<file path="config.mk">
export PLATFORM = sky130hd
export DESIGN_NAME = physics_step_ctrl
export DESIGN_NICKNAME = d
export VERILOG_FILES = /design/src/rtl/physics_step_ctrl.sv
export SDC_FILE = /design/constraint.sdc
export NUM_CORES = 1
export LEC_CHECK = 0
export CORE_MARGIN = 8
export CORE_UTILIZATION = 50
export DETAILED_ROUTE_END_ITERATION = 10
export PLACE_DENSITY = 0.84
export SLEW_MARGIN = 10
export SYNTH_ARGS = -nofsm -noshare
export SYNTH_HDL_FRONTEND = slang
export SYNTH_SLANG_ARGS = --single-unit
</file>
<file path="constraint.sdc">
create_clock -name clk -period 3.3 [get_ports clk]
set_input_delay 0.66 -clock clk [delete_from_list [all_inputs] [get_ports clk]]
set_output_delay 0.66 -clock clk [all_outputs]
set_load 0.1 [all_outputs]
</file>
<file path="src/rtl/physics_step_ctrl.sv">
// physics_step_ctrl: per-frame tilt/sine/velocity/position sequencer for the balance board
// Ports: clk, rst (sync active-low), frame_tick, BUTTON[4:0] (X+,X-,Y+,Y-,recenter),
//   sin_addr/sin_req/sin_data (shared sine ROM, SIN_LAT read latency),
//   position_x/y, velocity_x/y, sin_x/y (signed 11-bit), busy, frame_done, overrun (sticky).
// Optional macro BOUNCE_EN: wall hits reflect damped velocity instead of stopping the ball.
module physics_step_ctrl #(
  parameter int SIN_LAT      = 1,
  parameter int ANGLE_MAX    = 16,
  parameter int GSHIFT       = 2,
  parameter int VSHIFT       = 2,
  parameter int VMAX         = 255,
  parameter int POS_MIN      = 0,
  parameter int POS_MAX_X    = 639,
  parameter int POS_MAX_Y    = 479,
  parameter int POS_CENTER_X = 320,
  parameter int POS_CENTER_Y = 240
) (
  input  logic        clk,
  input  logic        rst,
  input  logic        frame_tick,
  input  logic [4:0]  BUTTON,
  output logic [5:0]  sin_addr,
  output logic        sin_req,
  input  logic [10:0] sin_data,
  output logic [10:0] position_x,
  output logic [10:0] position_y,
  output logic [10:0] velocity_x,
  output logic [10:0] velocity_y,
  output logic [10:0] sin_x,
  output logic [10:0] sin_y,
  output logic        busy,
  output logic        frame_done,
  output logic        overrun
);
  typedef enum logic [2:0] {IDLE, TILT, RD_X, RD_Y, UPD_V, UPD_P, DONE} state_t;
  localparam logic        [2:0]  LAT  = 3'(SIN_LAT);
  localparam logic signed [5:0]  AMAX = 6'(ANGLE_MAX);
  localparam logic signed [11:0] VMX  = 12'(VMAX);
  localparam logic signed [11:0] PMIN = 12'(POS_MIN);
  localparam logic signed [11:0] PMAX [2] = '{12'(POS_MAX_X), 12'(POS_MAX_Y)};
  localparam logic signed [10:0] CTR  [2] = '{11'(POS_CENTER_X), 11'(POS_CENTER_Y)};
  state_t             state_q;
  logic        [2:0]  cnt_q;
  logic signed [5:0]  ang_q [2];
  logic signed [5:0]  ang_d [2];
  logic signed [10:0] vel_q [2];
  logic signed [10:0] pos_q [2];
  logic signed [10:0] sin_q [2];
  logic signed [10:0] vel_n [2];
  logic signed [10:0] vel_p [2];
  logic signed [10:0] vel_w [2];
  logic signed [10:0] pos_n [2];
  logic signed [11:0] vs [2];
  logic signed [11:0] ps [2];
  logic        [5:0]  addr_q;
  logic               req_q, busy_q, done_q, ovr_q;
  // index 0 is the X axis, index 1 the Y axis; vel_q holds the UPD_V result when UPD_P reads it
  always_comb begin
    for (int i = 0; i < 2; i++) begin
      ang_d[i] = BUTTON[4] ? '0 :
                 (BUTTON[2*i] && !BUTTON[2*i+1] && ang_q[i] < AMAX) ? ang_q[i] + 6'sd1 :
                 (BUTTON[2*i+1] && !BUTTON[2*i] && ang_q[i] > -AMAX) ? ang_q[i] - 6'sd1 : ang_q[i];
      vs[i] = 12'(vel_q[i]) + (12'(sin_q[i]) >>> GSHIFT);
      vel_n[i] = 11'(vs[i] > VMX ? VMX : vs[i] < -VMX ? -VMX : vs[i]);
      ps[i] = 12'(pos_q[i]) + (12'(vel_q[i]) >>> VSHIFT);
      pos_n[i] = 11'(ps[i] > PMAX[i] ? PMAX[i] : ps[i] < PMIN ? PMIN : ps[i]);
`ifdef BOUNCE_EN
      vel_w[i] = -(vel_q[i] >>> 1);
`else
      vel_w[i] = '0;
`endif
      vel_p[i] = (ps[i] > PMAX[i] || ps[i] < PMIN) ? vel_w[i] : vel_q[i];
    end
  end
  always_ff @(posedge clk) begin
    if (!rst) begin
      state_q <= IDLE;
      cnt_q   <= '0;
      ang_q   <= '{default: '0};
      vel_q   <= '{default: '0};
      sin_q   <= '{default: '0};
      pos_q   <= CTR;
      addr_q  <= '0;
      req_q   <= 1'b0;
      busy_q  <= 1'b0;
      done_q  <= 1'b0;
      ovr_q   <= 1'b0;
    end else begin
      req_q  <= 1'b0;
      done_q <= 1'b0;
      if (frame_tick && state_q != IDLE) ovr_q <= 1'b1;
      case (state_q)
        IDLE: if (frame_tick) begin
          state_q <= TILT;
          busy_q  <= 1'b1;
        end
        TILT: begin
          state_q <= RD_X;
          cnt_q   <= '0;
          req_q   <= 1'b1;
          addr_q  <= ang_d[0];
          ang_q   <= ang_d;
          if (BUTTON[4]) begin
            vel_q <= '{default: '0};
            pos_q <= CTR;
          end
        end
        // each read holds the address for SIN_LAT+1 cycles and captures on the last one
        RD_X, RD_Y: if (cnt_q == LAT) begin
          sin_q[state_q == RD_Y] <= sin_data;
          cnt_q   <= '0;
          state_q <= state_q == RD_X ? RD_Y : UPD_V;
          req_q   <= state_q == RD_X;
          addr_q  <= ang_q[1];
        end else cnt_q <= cnt_q + 3'd1;
        UPD_V: begin
          vel_q   <= vel_n;
          state_q <= UPD_P;
        end
        UPD_P: begin
          pos_q   <= pos_n;
          vel_q   <= vel_p;
          done_q  <= 1'b1;
          state_q <= DONE;
        end
        DONE: begin
          state_q <= IDLE;
          busy_q  <= 1'b0;
        end
        default: state_q <= IDLE;
      endcase
    end
  end
  assign sin_addr   = addr_q;
  assign sin_req    = req_q;
  assign position_x = pos_q[0];
  assign position_y = pos_q[1];
  assign velocity_x = vel_q[0];
  assign velocity_y = vel_q[1];
  assign sin_x      = sin_q[0];
  assign sin_y      = sin_q[1];
  assign busy       = busy_q;
  assign frame_done = done_q;
  assign overrun    = ovr_q;
endmodule

</file>
Word-level counts from Yosys, hierarchy flattened

Index checks and enable logic that the tools add are counted.

Reduce and logical (&&, ||, !) cells: 32
Bitwise operators: 1
Equal/unequal tests: 12
Muxes and demuxes: 36
Add/sub/neg operators: 9
Magnitude comparators: 14

Operators with widths:

| kind                   | count |
|---|---|
| $mux W11               | 11 |
| $pmux W22 S3           | 1 |
| $add A11 B9 Y12        | 4 |
| $mux W22               | 2 |
| $pmux W22 S2           | 1 |
| $mux W6                | 7 |
| $gt A12 B9 Y1 const B  | 2 |
| $lt A12 B1 Y1 const B  | 2 |
| $lt A12 B9 Y1 const B  | 2 |
| $bwmux W22             | 1 |
| $pmux W3 S5            | 1 |
| $add A6 B1 Y6 const B  | 2 |
| $gt A12 B10 Y1 const B | 1 |
| $gt A12 B11 Y1 const B | 1 |
| $gt A6 B5 Y1 const B   | 2 |
| $lt A6 B6 Y1 const B   | 2 |
| $mux W3                | 4 |
| $pmux W6 S2            | 1 |
| $reduce_and A2 Y1      | 6 |
| $sub A6 B1 Y6 const B  | 2 |
| $demux W11 S1          | 1 |
| $logic_and A1 B1 Y1    | 10 |
| $ne A2 B2 Y1 const B   | 5 |
| $eq A3 B3 Y1 const B   | 3 |
| 16 further kinds       | 30 |

Bits in registers: 94
Output and inout port bits: 76
Logic and storage cells: 119

Longest topological paths before layout

Gate-level depths: netlist of run 1.

Depth in word-level cells: 7
Depth in mapped cells: 11
Depth with buffers taken out: 11

Worst setup path after synthesis of run 1

OpenSTA, ideal clock, no wires.

Path type: register -> register
Start point: register vel_q (netlist bit velocity_x[2])
End point: register vel_q (netlist bit velocity_x[2])
Path buffers: 0
Clock period less this slack: 3.462 ns
Stages on the path, launching flop included: 12
Arrival time: 3.340 ns
Library setup time: 0.122 ns
Slack: -0.162 ns
Cell sequence: dfxtp_1 ha_1 inv_1 fa_1 nor2b_1 o31a_1 o2111a_1 nor2_1 o311ai_1 a21oi_1 a22o_2 a221o_1

Longest elaborated chain between the ends: 5

RTL lines:

| item                                                     | line   | text |
|---|---|---|
| from (decl)                                              | 46     | `logic signed [10:0] vel_q [2];` |
| from (signal assigned)                                   | 117    | `vel_q <= vel_n;` |
| from (signal assigned)                                   | 122    | `vel_q <= vel_p;` |
| $add A11 B9 Y12, on equally long branches                | 63, 65 |  |
| $lt A12 B9 Y1, or another cell as far along              | 64     | `vel_n[i] = 11'(vs[i] > VMX ? VMX : vs[i] < -VMX ? -VMX : vs[i]);` |
| $mux W11 / $logic_or A1 B1 Y1 (equally long branches)    | 64, 72 |  |
| $mux W11 / $ne A2 B2 Y1 (equally long branches)          | --     |  |
| $pmux W22 S3 / $reduce_and A3 Y1 (equally long branches) | --     |  |

Several ways; a longest one is shown, not always the timed one.
A chain may end at the register's enable or synchronous reset.

Worst setup path after layout of run 1

Same ends and word-level chain as after synthesis.

==> run summary, run 1 <==
DR iter-0 viols - 348
Post-Syn Area - 0.00618 mm2
Primary FF master, synth - dfxtp_1
Hpwl dp - 12.0 mm
Worst Setup Start Kind - flop
Clock Tree Buf Depth - 2
Remaining DRCs - 0
Drt pass-1 iters - 5
# port buffers - 94
Clk slew on worst S/H paths - 0.06 ns
Highest clock rate - 0.326 GHz
Syn nets - 811
CP endpoint kind - flop
Final setup vio count - 0
Syn Inst Count - 736
Final GP Congestion - 0.903
Post-synth EDFFs - 0
LEAKAGE - 3.34 nW
Placed instance area - 0.00714 mm2
Crit path largest cell delay - 0.38 ns
Htree depth - 3
DIE AREA - 0.0162 mm2
Grt ovf - 0
RSZ-0062 raised after global routing - false
Max Transition Viols Final - 0
Initial antenna violation count - 0
Non-filler cells in the finished layout - 1001
Vias per inst - 5.67
Total Wirelength - 15.8 mm
Pwr Density - 343 mW/mm2
Layout area overhead - 20.0%
Vias after detailed routing - 5677
Nets - 903
Data required, critical path - 3.53 ns
Peak supply drop - 304 uV
Filler cells - 1090
Buf+Inv Stages, Crit Path - 2
Vias in the first global route - 5384
Unique masters post-synth - 73
Setup Buffers After CTS - 0
Commonest non-fill, non-tap cell in the layout - dfxtp_1
Remaining antenna violation count - 0
Mean routed wirelength per cell - 15.8 um
Clock Latency Late Sink - 0.35 ns
Minimum clock period - 3.07 ns
Core Region - 0.0121 mm2
CTS buffer count - 9
Synth top area cells - dfxtp_1, ha_1, nor2b_1
Outcome - finished, final reports clean
I/O pin count - 95
Mean area per synthesized cell - 8.40 um2
FF+latch count, synth - 94
Most frequent cells in the layout - dfxtp_1, buf_4, nor2_1
Worst hold path type - reg2reg
Hold Buf Count CTS - 0
Critical path, cell by cell - ha_1 > inv_1 > fa_1 > nor2b_1 > o31a_1 > o2111a_1 > nor2_1 > o311ai_1 > a21oi_1 > buf_4 > a22o_2 > a221o_1
Hold Violations, Final - 0
Worst path top cell family by delay - compound AO/OA/AOI/OAI gates
Clock skew - 0.00496 ns
CTS tree - built
MaxCap Viol Count - 0
Crit path DAT - 3.31 ns
Worst rel slew slack - 47.0%
Die height - 127 um
Slowest CP cell - dfxtp_2
Overall fraction of global-route tracks in use - 19.4%
Largest area contributor in the netlist - dfxtp_1
Fin util - 61.5%
CTS Sinks - 94
Proportion of layout cells with a drive suffix above 1 - 14.3%
Yosys warning count - 0
Initial Util - 51.3%
Worst setup path class - reg2reg
Largest net degree at the start of global routing - 52
Dpl cells - 985
Slew at the pin closest to its max-slew limit - 0.793 ns
First-pass GRT wire length - 26.0 mm
Die width - 127 um
Critical-path maximum fanout - 9
Period utilisation layout - 93.1%
Design area - 0.00742 mm2
# rows - 40
Clock root buffer - clkbuf_16
# diodes - 0
Top cell type's share of synthesized area - 30.4%
Sequential area share after synthesis - 30.4%
Resized cells post-CTS - 0
Async SR Flop Fraction - 0%
stage by stage:
stage                     hold WS [ns]  total power [mW]  worst slack [ns]   TNS [ns]
after floorplan                  0.471              1.45           0.00169          0
after global placement           0.450              1.54             0.161          0
after detailed placement         0.458              1.54         -0.000658  -0.000658
after CTS                        0.473              2.57             0.273          0
after global routing             0.510              2.63            0.0276          0
final                            0.471              2.55             0.228          0
worst register-to-register path: stages (launching register included):
cell and delay (ns):
dfxtp_2 0.38, ha_1 0.18, inv_1 0.05, fa_1 0.38, nor2b_1 0.21, o31a_1 0.23, o2111a_1 0.22, nor2_1 0.05
o311ai_1 0.33, a21oi_1 0.08, buf_4 0.18, a22o_2 0.29, a221o_1 0.37
where the power goes:
| group | internal [mW] | switching, mW |
|---|---|---|
| Combinational | 0.112 | 0.222 |
| Clock | 0.586 | 0.446 |
| Sequential | 1.16 | 0.0247 |
cell families (layout without fill, tap and decap cells):
kind of cell	after synthesis	after routing	share of synthesized area [%]
AO/OA/AOI/OAI	222	222	25.0
XOR/XNOR	40	40	5.66
adder cells (fa/ha/maj)	56	56	11.9
buffers and inverters	54	151	3.32
flip-flops	94	94	30.4
multiplexers	24	24	3.88
AND/OR/NAND/NOR	246	246	19.8
routing by layer:
| metal | part of all wire (%) | GRT usage, % | wire length [um] | up-vias |
|---|---|---|---|---|
| met2 | 45 | 30.8 | 7050 | 138 |
| met5 | 0 | 0 | 0 | - |
| li1 | - | - | - | 2875 |
| met3 | 5.6 | 5.41 | 884 | 19 |
| met1 | 48 | 24.9 | 7630 | 2645 |
| met4 | 1.5 | 6.37 | 242 | 0 |
cell usage after synthesis (16+ instances only):
cell type,n
nor3_1,16
nor2_1,62
a21oi_1,50
mux2i_1,24
nand2_1,57
ha_1,51
clkbuf_1,21
nor2b_1,43
xor2_1,20
inv_1,30
o21ai_0,41
xnor2_1,20
dfxtp_1,94
area by class of cell:
class / instances / area (um2) / area share [%]
inverter: 30 / 113 / 1.52
clock buffer: 12 / 236 / 3.19
multi-input combinational: 588 / 4100 / 55.2
timing repair buffer: 105 / 828 / 11.2
tap: 168 / 210 / 2.83
clock inverter: 4 / 47.5 / 0.641
sequential: 94 / 1890 / 25.4
registers in the layout, summed over array words and instances (netlist names):
| register | cells |
|---|---|
| sin_x | 11 |
| overrun | 1 |
| position_y | 11 |
| busy | 1 |
| frame_done | 1 |
| sin_req | 1 |
| sin_addr | 6 |
| position_x | 11 |
| state_q | 3 |
| cnt_q | 3 |
| sin_y | 11 |
| velocity_y | 11 |
| ang_q | 12 |
| velocity_x | 11 |
final timing paths:
check | start | end | slack [ns] | depth (start not counted)
max | velocity_x[2] | velocity_x[2] | 0.23 | 12
min | overrun | overrun | 0.47 | 1
max reg2reg | velocity_x[2] | velocity_x[2] | 0.23 | 12
min reg2reg | overrun | overrun | 0.47 | 1
Power figures use the tool's default switching activity.
==> run 2: changes to the inputs <==
--- a/config.mk
+++ b/config.mk
@@ -5,10 +5,14 @@
 export SDC_FILE = /design/constraint.sdc
 export NUM_CORES = 1
 export LEC_CHECK = 0
+export ABC_CLOCK_PERIOD_IN_PS = 3300
+export CELL_PAD_IN_SITES_DETAIL_PLACEMENT = 0
+export CELL_PAD_IN_SITES_GLOBAL_PLACEMENT = 1
 export CORE_MARGIN = 8
-export CORE_UTILIZATION = 50
+export CORE_UTILIZATION = 41
 export DETAILED_ROUTE_END_ITERATION = 10
-export PLACE_DENSITY = 0.84
+export HOLD_SLACK_MARGIN = 0.15
+export PLACE_DENSITY = 0.9
 export SLEW_MARGIN = 10
 export SYNTH_ARGS = -nofsm -noshare
 export SYNTH_HDL_FRONTEND = slang
==> run summary, run 2 (same netlist as run 1, synthesis figures left out) <==
Die height - 139 um (+9.1%)
Setup WS post-layout - 0.278 ns (+0.0498 ns)
Hold Buf Count CTS - 0 (unchanged)
# port buffers - 94 (unchanged)
Worst Setup Start Kind - flop
R2R Setup Slk - 0.28 ns (+0.05 ns)
Clk slew on worst S/H paths - 0.07 ns (about the same)
Largest net degree at the start of global routing - 68 (+31%)
Crit path DAT - 3.26 ns (-0.05 ns)
Proportion of layout cells with a drive suffix above 1 - 14.1% (-0.21 points)
Dpl ws - -0.00579 ns (-0.00513 ns)
Pwr Density - 335 mW/mm2 (-2.3%)
Remaining antenna violation count - 0 (unchanged)
Clock Latency Late Sink - 0.35 ns (about the same)
First-pass GRT wire length - 26.3 mm (+1.2%)
Slew at the pin closest to its max-slew limit - 0.771 ns (-0.0216 ns)
CP endpoint kind - flop
# rows - 45 (+13%)
DIE AREA - 0.0193 mm2 (+19%)
Total Wirelength - 15.9 mm (+0.85%)
Most frequent cells in the layout - dfxtp_1, buf_4, nor2_1
Overall fraction of global-route tracks in use - 16.5% (-2.9 points)
Vias after detailed routing - 5578 (-1.7%)
Initial Util - 41.3% (-10 points)
Grt ovf - 0 (unchanged)
Clock root buffer - clkbuf_16
LEAKAGE - 3.32 nW (-0.64%)
CTS tree - built
Die width - 139 um (+9.1%)
Initial antenna violation count - 0 (unchanged)
Setup TNS - 0 ns (unchanged)
Worst hold path type - reg2reg
Worst rel slew slack - 48.5% (+1.4 points)
Vias in the first global route - 5122 (-4.9%)
Final setup vio count - 0 (unchanged)
Hpwl dp - 12.3 mm (+2.2%)
Data required, critical path - 3.54 ns (about the same)
I/O pin count - 95 (unchanged)
Critical-path maximum fanout - 9 (unchanged)
Hold Violations, Final - 0 (unchanged)
RSZ-0062 raised after global routing - false
Highest clock rate - 0.331 GHz (+1.6%)
Reg with most FFs - ang_q
Clock skew - 0.00987 ns (+0.00491 ns)
Commonest non-fill, non-tap cell in the layout - dfxtp_1
CTS buffer count - 9 (unchanged)
Clock Tree Buf Depth - 2 (unchanged)
Final GP Congestion - 0.861 (-4.7%)
Largest register FFs - 12 (unchanged)
FF/Latch Area - 0.00189 mm2 (unchanged)
Max Transition Viols Final - 0 (unchanged)
Resized cells post-CTS - 0 (unchanged)
Period utilisation layout - 91.6% (-1.5 points)
Nets - 901 (-0.22%)
Drt pass-1 iters - 4 (-1)
Mean routed wirelength per cell - 15.6 um (-0.93%)
# diodes - 0 (unchanged)
MaxCap Viol Count - 0 (unchanged)
Core Region - 0.0150 mm2 (+24%)
Filler cells - 1487 (+36%)
Vias per inst - 5.47 (-3.5%)
Area of the multi-input gates - 0.00410 mm2 (unchanged)
CTS Sinks - 94 (unchanged)
Layout area overhead - 19.9% (about the same)
Worst setup path class - reg2reg
Minimum clock period - 3.02 ns (-0.0498 ns)
DR iter-0 viols - 273 (-22%)
Setup Buffers After CTS - 0 (unchanged)
Htree depth - 3 (unchanged)
Outcome - finished, final reports clean
Peak supply drop - 257 uV (-15%)
Remaining DRCs - 0 (unchanged)
run 2: worst max-delay path, cell delays in order, from the launching register on:
cell and delay, ns:
dfxtp_2 0.38, ha_1 0.17, inv_1 0.05, fa_1 0.38, nor2b_1 0.20, o31a_1 0.23, o2111a_1 0.22, nor2_1 0.05
o311ai_1 0.34, a21oi_1 0.08, buf_4 0.18, a22o_2 0.27, a221o_1 0.36
run 2: path summary, 6_finish.rpt:
path | start | end | cells past startpoint
worst max-delay path | velocity_x[2] | velocity_x[3] | 12
worst min-delay path | overrun | overrun | 1
worst max register to register | velocity_x[2] | velocity_x[3] | 12
worst min register to register | overrun | overrun | 1
run 2: power breakdown:
group          leakage, nW  internal, mW  switching [mW]
clock network        0.127         0.516           0.457
logic                 2.43         0.110           0.221
registers            0.762          1.16          0.0252
total                 3.32          1.78           0.703
run 2: routing by layer:
layer	vias to the layer above	track usage [%]	share of wire, %
met4	0	4.51	1.1
met2	121	25.7	44
met1	2581	21.9	49
met5	-	0	0
met3	12	4.54	5.4
li1	2864	-	-
run 2: cell type report:
| cell class | count | area share (%) |
|---|---|---|
| Multi-Input combinational cell | 588 | 55.2 |
| Sequential cell | 94 | 25.5 |
| Timing Repair Buffer | 103 | 11.0 |
| Clock buffer | 12 | 3.19 |
| Tap cell | 188 | 3.17 |
| Inverter | 30 | 1.52 |
| Clock inverter | 4 | 0.455 |
run 2: metrics by stage:
step | utilization [%] | cells | cell area [um2] | total power [mW] | hold slack, ns
after floorplan | - | 736 | 6190 | 1.45 | 0.471
after global placement | 47.7 | 1003 | 7150 | 1.54 | 0.453
after detailed placement | 47.7 | 1003 | 7150 | 1.54 | 0.461
after CTS | 49.5 | 1019 | 7420 | 2.51 | 0.477
after global routing | 49.5 | 1019 | 7420 | 2.59 | 0.510
final | 49.5 | 1019 | 7420 | 2.49 | 0.472
==> run 3: changes to the inputs <==
--- a/config.mk
+++ b/config.mk
@@ -13,6 +13,7 @@
 export DETAILED_ROUTE_END_ITERATION = 10
 export HOLD_SLACK_MARGIN = 0.15
 export PLACE_DENSITY = 0.9
+export SKIP_CTS_REPAIR_TIMING = 1
 export SLEW_MARGIN = 10
 export SYNTH_ARGS = -nofsm -noshare
 export SYNTH_HDL_FRONTEND = slang
==> results of run 3 <==
Same layout as run 2: the final DEF is identical, and so are final timing and power.
